==> config.mk <==
export PLATFORM = sky130hd
export DESIGN_NAME = mem_req_initiator
export DESIGN_NICKNAME = d
export VERILOG_FILES = /design/src/rtl/mem_if_pkg.sv /design/src/rtl/rr_arbiter2.sv /design/src/rtl/mem_req_initiator.sv
export SDC_FILE = /design/constraint.sdc
export NUM_CORES = 1
export LEC_CHECK = 0
export CORE_MARGIN = 2
export CORE_UTILIZATION = 44
export DETAILED_ROUTE_END_ITERATION = 7
export PLACE_DENSITY = 0.86
export SLEW_MARGIN = 0
export SYNTH_ARGS = -nofsm -noshare
export SYNTH_HDL_FRONTEND = slang
export SYNTH_HIERARCHICAL = 1
export SYNTH_SLANG_ARGS = --single-unit
export TNS_END_PERCENT = 50
==> constraint.sdc <==
create_clock -name clk -period 5.8 [get_ports clk]
set_input_delay 0.87 -clock clk [delete_from_list [all_inputs] [get_ports clk]]
set_output_delay 0.87 -clock clk [all_outputs]
set_load 0.03 [all_outputs]
==> src/rtl/mem_if_pkg.sv <==
// Shared types for the single-outstanding memory request initiator.
package mem_if_pkg;

   typedef enum logic [1:0] {
      ST_IDLE  = 2'd0,
      ST_ISSUE = 2'd1,
      ST_WAIT  = 2'd2,
      ST_RESP  = 2'd3
   } state_e;

   typedef enum logic {
      CL_FETCH = 1'b0,
      CL_DATA  = 1'b1
   } client_e;

   localparam logic [31:0] TIMEOUT_DATA = 32'hDEAD_BEEF;

endpackage

==> src/rtl/rr_arbiter2.sv <==
// Two-client round-robin arbiter; bit 0 = fetch, bit 1 = data. Purely combinational.
module rr_arbiter2
   import mem_if_pkg::*;
(
   input  logic       i_en,
   input  logic       i_req_if,
   input  logic       i_req_d,
   input  client_e    i_last,
   output logic [1:0] o_gnt
);

   // A lone requester always wins; on a tie the client not granted last time wins.
   always_comb begin
      o_gnt = 2'b00;
      if (i_en) begin
         if (i_req_if && i_req_d) begin
            o_gnt = (i_last == CL_DATA) ? 2'b01 : 2'b10;
         end else begin
            o_gnt = {i_req_d, i_req_if};
         end
      end
   end

endmodule

==> src/rtl/mem_req_initiator.sv <==
// Single-outstanding memory bus initiator arbitrating fetch and data clients.
// Optional WAIT-state timeout enabled by defining MEM_REQ_INITIATOR_TIMEOUT_EN.
module mem_req_initiator
   import mem_if_pkg::*;
#(
   parameter int unsigned ADDR_W         = 32,
   parameter int unsigned DATA_W         = 32,
   parameter int unsigned TIMEOUT_CYCLES = 64
) (
   input  logic              clk,
   input  logic              rst_n,
   input  logic              if_req,
   input  logic [ADDR_W-1:0] if_addr,
   output logic              if_gnt,
   output logic              if_rvalid,
   output logic [DATA_W-1:0] if_rdata,
   input  logic              d_req,
   input  logic              d_we,
   input  logic [ADDR_W-1:0] d_addr,
   input  logic [DATA_W-1:0] d_wdata,
   output logic              d_gnt,
   output logic              d_done,
   output logic [DATA_W-1:0] d_rdata,
   output logic              err,
   output logic              mem_req,
   output logic              mem_we,
   output logic [ADDR_W-1:0] mem_addr,
   output logic [DATA_W-1:0] mem_wdata,
   input  logic [DATA_W-1:0] mem_rdata,
   input  logic              mem_busy,
   input  logic              mem_valid
);

   state_e            r_state;
   state_e            w_next;
   client_e           r_client;
   client_e           r_last;
   logic              r_busy_seen;
   logic              w_arb_en;
   logic [1:0]        w_gnt;
   logic              w_timeout;
   logic [DATA_W-1:0] w_rsp_data;

   logic              r_mem_req;
   logic              r_mem_we;
   logic [ADDR_W-1:0] r_mem_addr;
   logic [DATA_W-1:0] r_mem_wdata;
   logic              r_if_rvalid;
   logic              r_d_done;
   logic [DATA_W-1:0] r_if_rdata;
   logic [DATA_W-1:0] r_d_rdata;

   // Grants only in IDLE with an idle memory; reset forces them low immediately.
   assign w_arb_en = rst_n && (r_state == ST_IDLE) && !mem_busy;

   rr_arbiter2 u_arb (
      .i_en     (w_arb_en),
      .i_req_if (if_req),
      .i_req_d  (d_req),
      .i_last   (r_last),
      .o_gnt    (w_gnt)
   );

   assign if_gnt    = w_gnt[0];
   assign d_gnt     = w_gnt[1];
   assign mem_req   = r_mem_req;
   assign mem_we    = r_mem_we;
   assign mem_addr  = r_mem_addr;
   assign mem_wdata = r_mem_wdata;
   assign if_rvalid = r_if_rvalid;
   assign if_rdata  = r_if_rdata;
   assign d_done    = r_d_done;
   assign d_rdata   = r_d_rdata;

`ifdef MEM_REQ_INITIATOR_TIMEOUT_EN
   localparam int unsigned CNT_W = $clog2(TIMEOUT_CYCLES + 1);
   logic [CNT_W-1:0] r_wait_cnt;
   logic             r_err;

   // WAIT-cycle counter, cleared while entering WAIT from ISSUE.
   always_ff @(posedge clk or negedge rst_n) begin
      if (!rst_n) begin
         r_wait_cnt <= '0;
         r_err      <= 1'b0;
      end else begin
         r_err <= w_timeout;
         if (r_state == ST_ISSUE) begin
            r_wait_cnt <= '0;
         end else if (r_state == ST_WAIT) begin
            r_wait_cnt <= r_wait_cnt + CNT_W'(1);
         end
      end
   end

   assign err = r_err;
`else
   assign err = 1'b0;
`endif

   // State register.
   always_ff @(posedge clk or negedge rst_n) begin
      if (!rst_n) r_state <= ST_IDLE;
      else        r_state <= w_next;
   end

   // Next-state logic and completion / timeout detection.
   always_comb begin
      w_next     = r_state;
      w_timeout  = 1'b0;
      w_rsp_data = mem_rdata;
      case (r_state)
         ST_IDLE: begin
            if (|w_gnt) w_next = ST_ISSUE;
         end
         ST_ISSUE: begin
            w_next = ST_WAIT;
         end
         ST_WAIT: begin
            if ((!r_mem_we && mem_valid) || (r_mem_we && !mem_busy && r_busy_seen)) begin
               w_next = ST_RESP;
            end
`ifdef MEM_REQ_INITIATOR_TIMEOUT_EN
            else if (r_wait_cnt == CNT_W'(TIMEOUT_CYCLES - 1)) begin
               w_timeout  = 1'b1;
               w_rsp_data = DATA_W'(TIMEOUT_DATA);
               w_next     = ST_RESP;
            end
`endif
         end
         ST_RESP: begin
            w_next = ST_IDLE;
         end
         default: w_next = ST_IDLE;
      endcase
   end

   // Client bookkeeping: granted id, round-robin history, busy-seen flag for writes.
   always_ff @(posedge clk or negedge rst_n) begin
      if (!rst_n) begin
         r_client    <= CL_FETCH;
         r_last      <= CL_DATA;
         r_busy_seen <= 1'b0;
      end else begin
         if (|w_gnt) r_client <= w_gnt[1] ? CL_DATA : CL_FETCH;
         if (r_state == ST_RESP) r_last <= r_client;
         if (r_state == ST_ISSUE) begin
            r_busy_seen <= 1'b0;
         end else if ((r_state == ST_WAIT) && mem_busy) begin
            r_busy_seen <= 1'b1;
         end
      end
   end

   // Registered bus and client-response outputs.
   always_ff @(posedge clk or negedge rst_n) begin
      if (!rst_n) begin
         r_mem_req   <= 1'b0;
         r_mem_we    <= 1'b0;
         r_mem_addr  <= '0;
         r_mem_wdata <= '0;
         r_if_rvalid <= 1'b0;
         r_d_done    <= 1'b0;
         r_if_rdata  <= '0;
         r_d_rdata   <= '0;
      end else begin
         r_mem_req   <= (r_state == ST_IDLE) && (|w_gnt);
         r_if_rvalid <= (w_next == ST_RESP) && (r_client == CL_FETCH);
         r_d_done    <= (w_next == ST_RESP) && (r_client == CL_DATA);
         if (|w_gnt) begin
            r_mem_we    <= w_gnt[1] & d_we;
            r_mem_addr  <= w_gnt[1] ? d_addr : if_addr;
            r_mem_wdata <= w_gnt[1] ? d_wdata : '0;
         end
         if ((w_next == ST_RESP) && (w_timeout || !r_mem_we)) begin
            if (r_client == CL_FETCH) r_if_rdata <= w_rsp_data;
            else                      r_d_rdata  <= w_rsp_data;
         end
      end
   end

endmodule

==> summary.txt <==
Placed design
  – Port bufs: 268
  – DP Area: between 8000 and 9000 µm²
  – DPL Wire Length: approximately 11000 µm
  – Placed Instances: 808
  – DP Worst Slack: about 1.7 ns
  – RD Place Congestion: between 0.7 and 0.8

GRT
  – Vias in the first global route: around 4600
  – Initial antenna violation count: 0
  – Total gr overflow: 0
  – Gr usage total: ~23%
  – Pin count of the biggest net entering global routing: between 100 and 150
  – Global-route wire length before repair: about 23000 µm

Drt
  – Metal-1 WL: approximately 5900 µm
  – Metal2 WL: 7660 µm
  – DR DRC count: 0
  – Routed wire per std cell: 18.1 µm
  – Met3 routed WL: about 1300 µm
  – Via/cell ratio: approximately 5.0
  – Via count: about 4200
  – Post-route ant nets: 0
  – Drt first pass iters: 4
  – Initial DRC count: approximately 240
  – Max Used Layer: met4
  – Total wire length: around 15000 µm

STA
  – Slew @ Worst Pin: 0.904 ns
  – Relative slew slack: around two fifths
  – Setup Skew: approximately 0.010 ns
  – Fin Setup TNS: 0 ns
  – Period utilization: around 67%
  – Final worst slack: 1.92 ns
  – RSZ-0062 raised after global routing: false
  – Final Hold Fails: 0
  – Final Setup Violations: 0
  – Pins Over Slew Limit: 0
  – Tmin final: between 3 and 4 ns
  – Fmax: about 260 MHz

Floorplan
  – FP Rows: 40
  – Initial Util: about 46%
  – Core Area: approximately 12000 µm²
  – Die Area: between 10000 and 15000 µm²
  – Die W: about 120 µm
  – Die Span Y: 116 µm
  – Ports: 270

Cells and area
  – Layout cells sized above 1: a little under an eighth
  – # fillers: roughly 800
  – Nets: 799
  – Final Non-Filler Cells: 840
  – Layout area overhead: 61.7%
  – ANT cells: 0
  – Fin area: between 8000 and 9000 µm²

Setup path
  – Maximum net fanout on the critical path: 67
  – Worst setup SP type: primary input
  – Critical path required time: 4.93 ns
  – WS Path Type: in2out
  – Worst Path Arrival: 3.01 ns
  – Worst setup EP type: primary output

Clocking
  – CTS Sinks: 137
  – Post-CTS Hold Fix Bufs: 0
  – Longest Clk Path Bufs: 2
  – Clock transition at path regs: ~0.06 ns
  – H-tree depth: 4
  – Skew-Pair Late Insertion Delay: a little over 0.4 ns
  – Post_cts resized: 0
  – Root Buffer: clkbuf_16
  – Num CTS Buffers: 17
  – Setup bufs post-CTS: 0
  – TritonCTS clock tree: done

Power
  – Leak: approximately 3.8 nW
  – Max VDD drop: around 0.29 mV
  – Power Total: about 5.5 mW
  – Pwr Density: about 610 nW/µm²

Logic synthesis
  – Syn. warnings: 6
  – Syn_nets: between 500 and 600
  – Seq/Total Area, Yosys: 61.9%
  – Synthesized cell area: 5540 µm²
  – Synth Area per Inst: ~14 µm²
  – Synth Instances: between 300 and 400
  – Synth cell types: 28
  – Yosys reg bits: roughly 140

Worst hold path
  – Tightest Hold Check Type: in2async

Run
  – Max Cap Viol: 0

Status
  – Status: finished clean
==> where the power goes <==
| group | total (mW) | switching [mW] | leakage (nW) | internal (mW) |
|---|---|---|---|---|
| sequential | 1.70 | 0.281 | 1.69 | 1.41 |
| combinational | 2.73 | 1.46 | 1.86 | 1.27 |
| clock | 1.06 | 0.409 | 0.281 | 0.648 |
==> through the flow <==
| step | util [%] | hold slack, ns |
|---|---|---|
| 4_1_cts | 73.6 | 0.464 |
| 3_3_place_gp | 68.8 | 0.467 |
| 2_1_floorplan | - | 0.463 |
| 6_report | 73.7 | 0.457 |
| 5_1_grt | 73.7 | 0.494 |
| 3_5_place_dp | 68.8 | 0.474 |
==> worst paths after layout <==
path | from | to | slack (ns) | depth (start not counted)
min | rst_n | d_rdata[3] | 0.46 | 1
max in group asynchronous | rst_n | mem_addr[21] | 4.02 | 2
min in group clk | if_rdata[27] | if_rdata[27] | 0.48 | 1
min reg2reg | if_rdata[27] | if_rdata[27] | 0.48 | 1
max reg2reg | r_state[0] | d_rdata[0] | 2.39 | 11
max | rst_n | if_gnt | 1.92 | 6
==> critical path: stages <==
cell,delay [ns]
buf_6,0.46
nand2_1,0.10
nor2_1,0.14
nand2_1,0.10
a21oi_4,0.51
clkdlybuf4s50_1,0.81
==> placed cells by master (no fill, tap or decap), types with 2 or more instances in the layout <==
| master | instances |
|---|---|
| a22o_1 | 32 |
| clkdlybuf4s50_1 | 267 |
| nor3_1 | 3 |
| dfrtp_1 | 136 |
| nand2_1 | 38 |
| mux2_4 | 30 |
| mux2_1 | 32 |
| bufinv_16 | 2 |
| buf_4 | 5 |
| ha_1 | 5 |
| a21oi_4 | 2 |
| clkbuf_16 | 17 |
| clkinv_2 | 3 |
| nor2_1 | 3 |
| mux2i_1 | 32 |
| inv_6 | 4 |
| mux2_2 | 3 |
| o21ai_0 | 34 |
| inv_1 | 5 |
| clkinvlp_4 | 3 |
==> final cells by class <==
cell class / instances / area [µm²] / share of cell area [%]
well taps: 168 / 210 / 2.35
inverters: 5 / 18.8 / 0.210
repair buffers: 273 / 2720 / 30.4
multi-input cells: 225 / 1990 / 22.3
flip-flops and latches: 137 / 3430 / 38.3
clock inverters: 13 / 141 / 1.58
clock buffers: 19 / 443 / 4.94
==> metal layers <==
layer  track usage [%]  vias up
met1              26.4     2037
met3              7.37       27
met4              8.02        0
li1                  -     1916
met2              40.1      187
met5                 0        -
==> sequential cells by signal (all words and copies together) (netlist names), 2 cells and up <==
name / count
r_state: 2
mem_addr: 32
if_rdata: 32
d_rdata: 32
mem_wdata: 32
==> cells by family after synthesis <==
family | Yosys count | synth area share (%)
simple gates | 50 | 4.02
mux | 97 | 21.0
buf+inv | 31 | 2.78
other cells | 1 | 0.0677
flops | 137 | 61.9
compound gates | 72 | 9.04
fa+ha+maj | 5 | 1.13
==> cells in the mapped netlist (all sizes together) <==
library cell,n,share of area (%)
a21o,1,0.14
a21oi,3,0.27
a22o,32,5.1
buf,13,1.6
clkbuf,13,0.88
conb,1,0.068
dfrtp,136,61
dfstp,1,0.47
ha,5,1.1
inv,5,0.34
mux2,65,15
mux2i,32,5.8
nand2,38,2.6
nor2,4,0.27
nor2b,1,0.11
nor3,3,0.27
nor3b,1,0.14
nor4,1,0.23
o211ai,1,0.38
o21ai,34,3.1
o22ai,1,0.11
or4b,2,0.43
(Power assumes the default switching activity.)
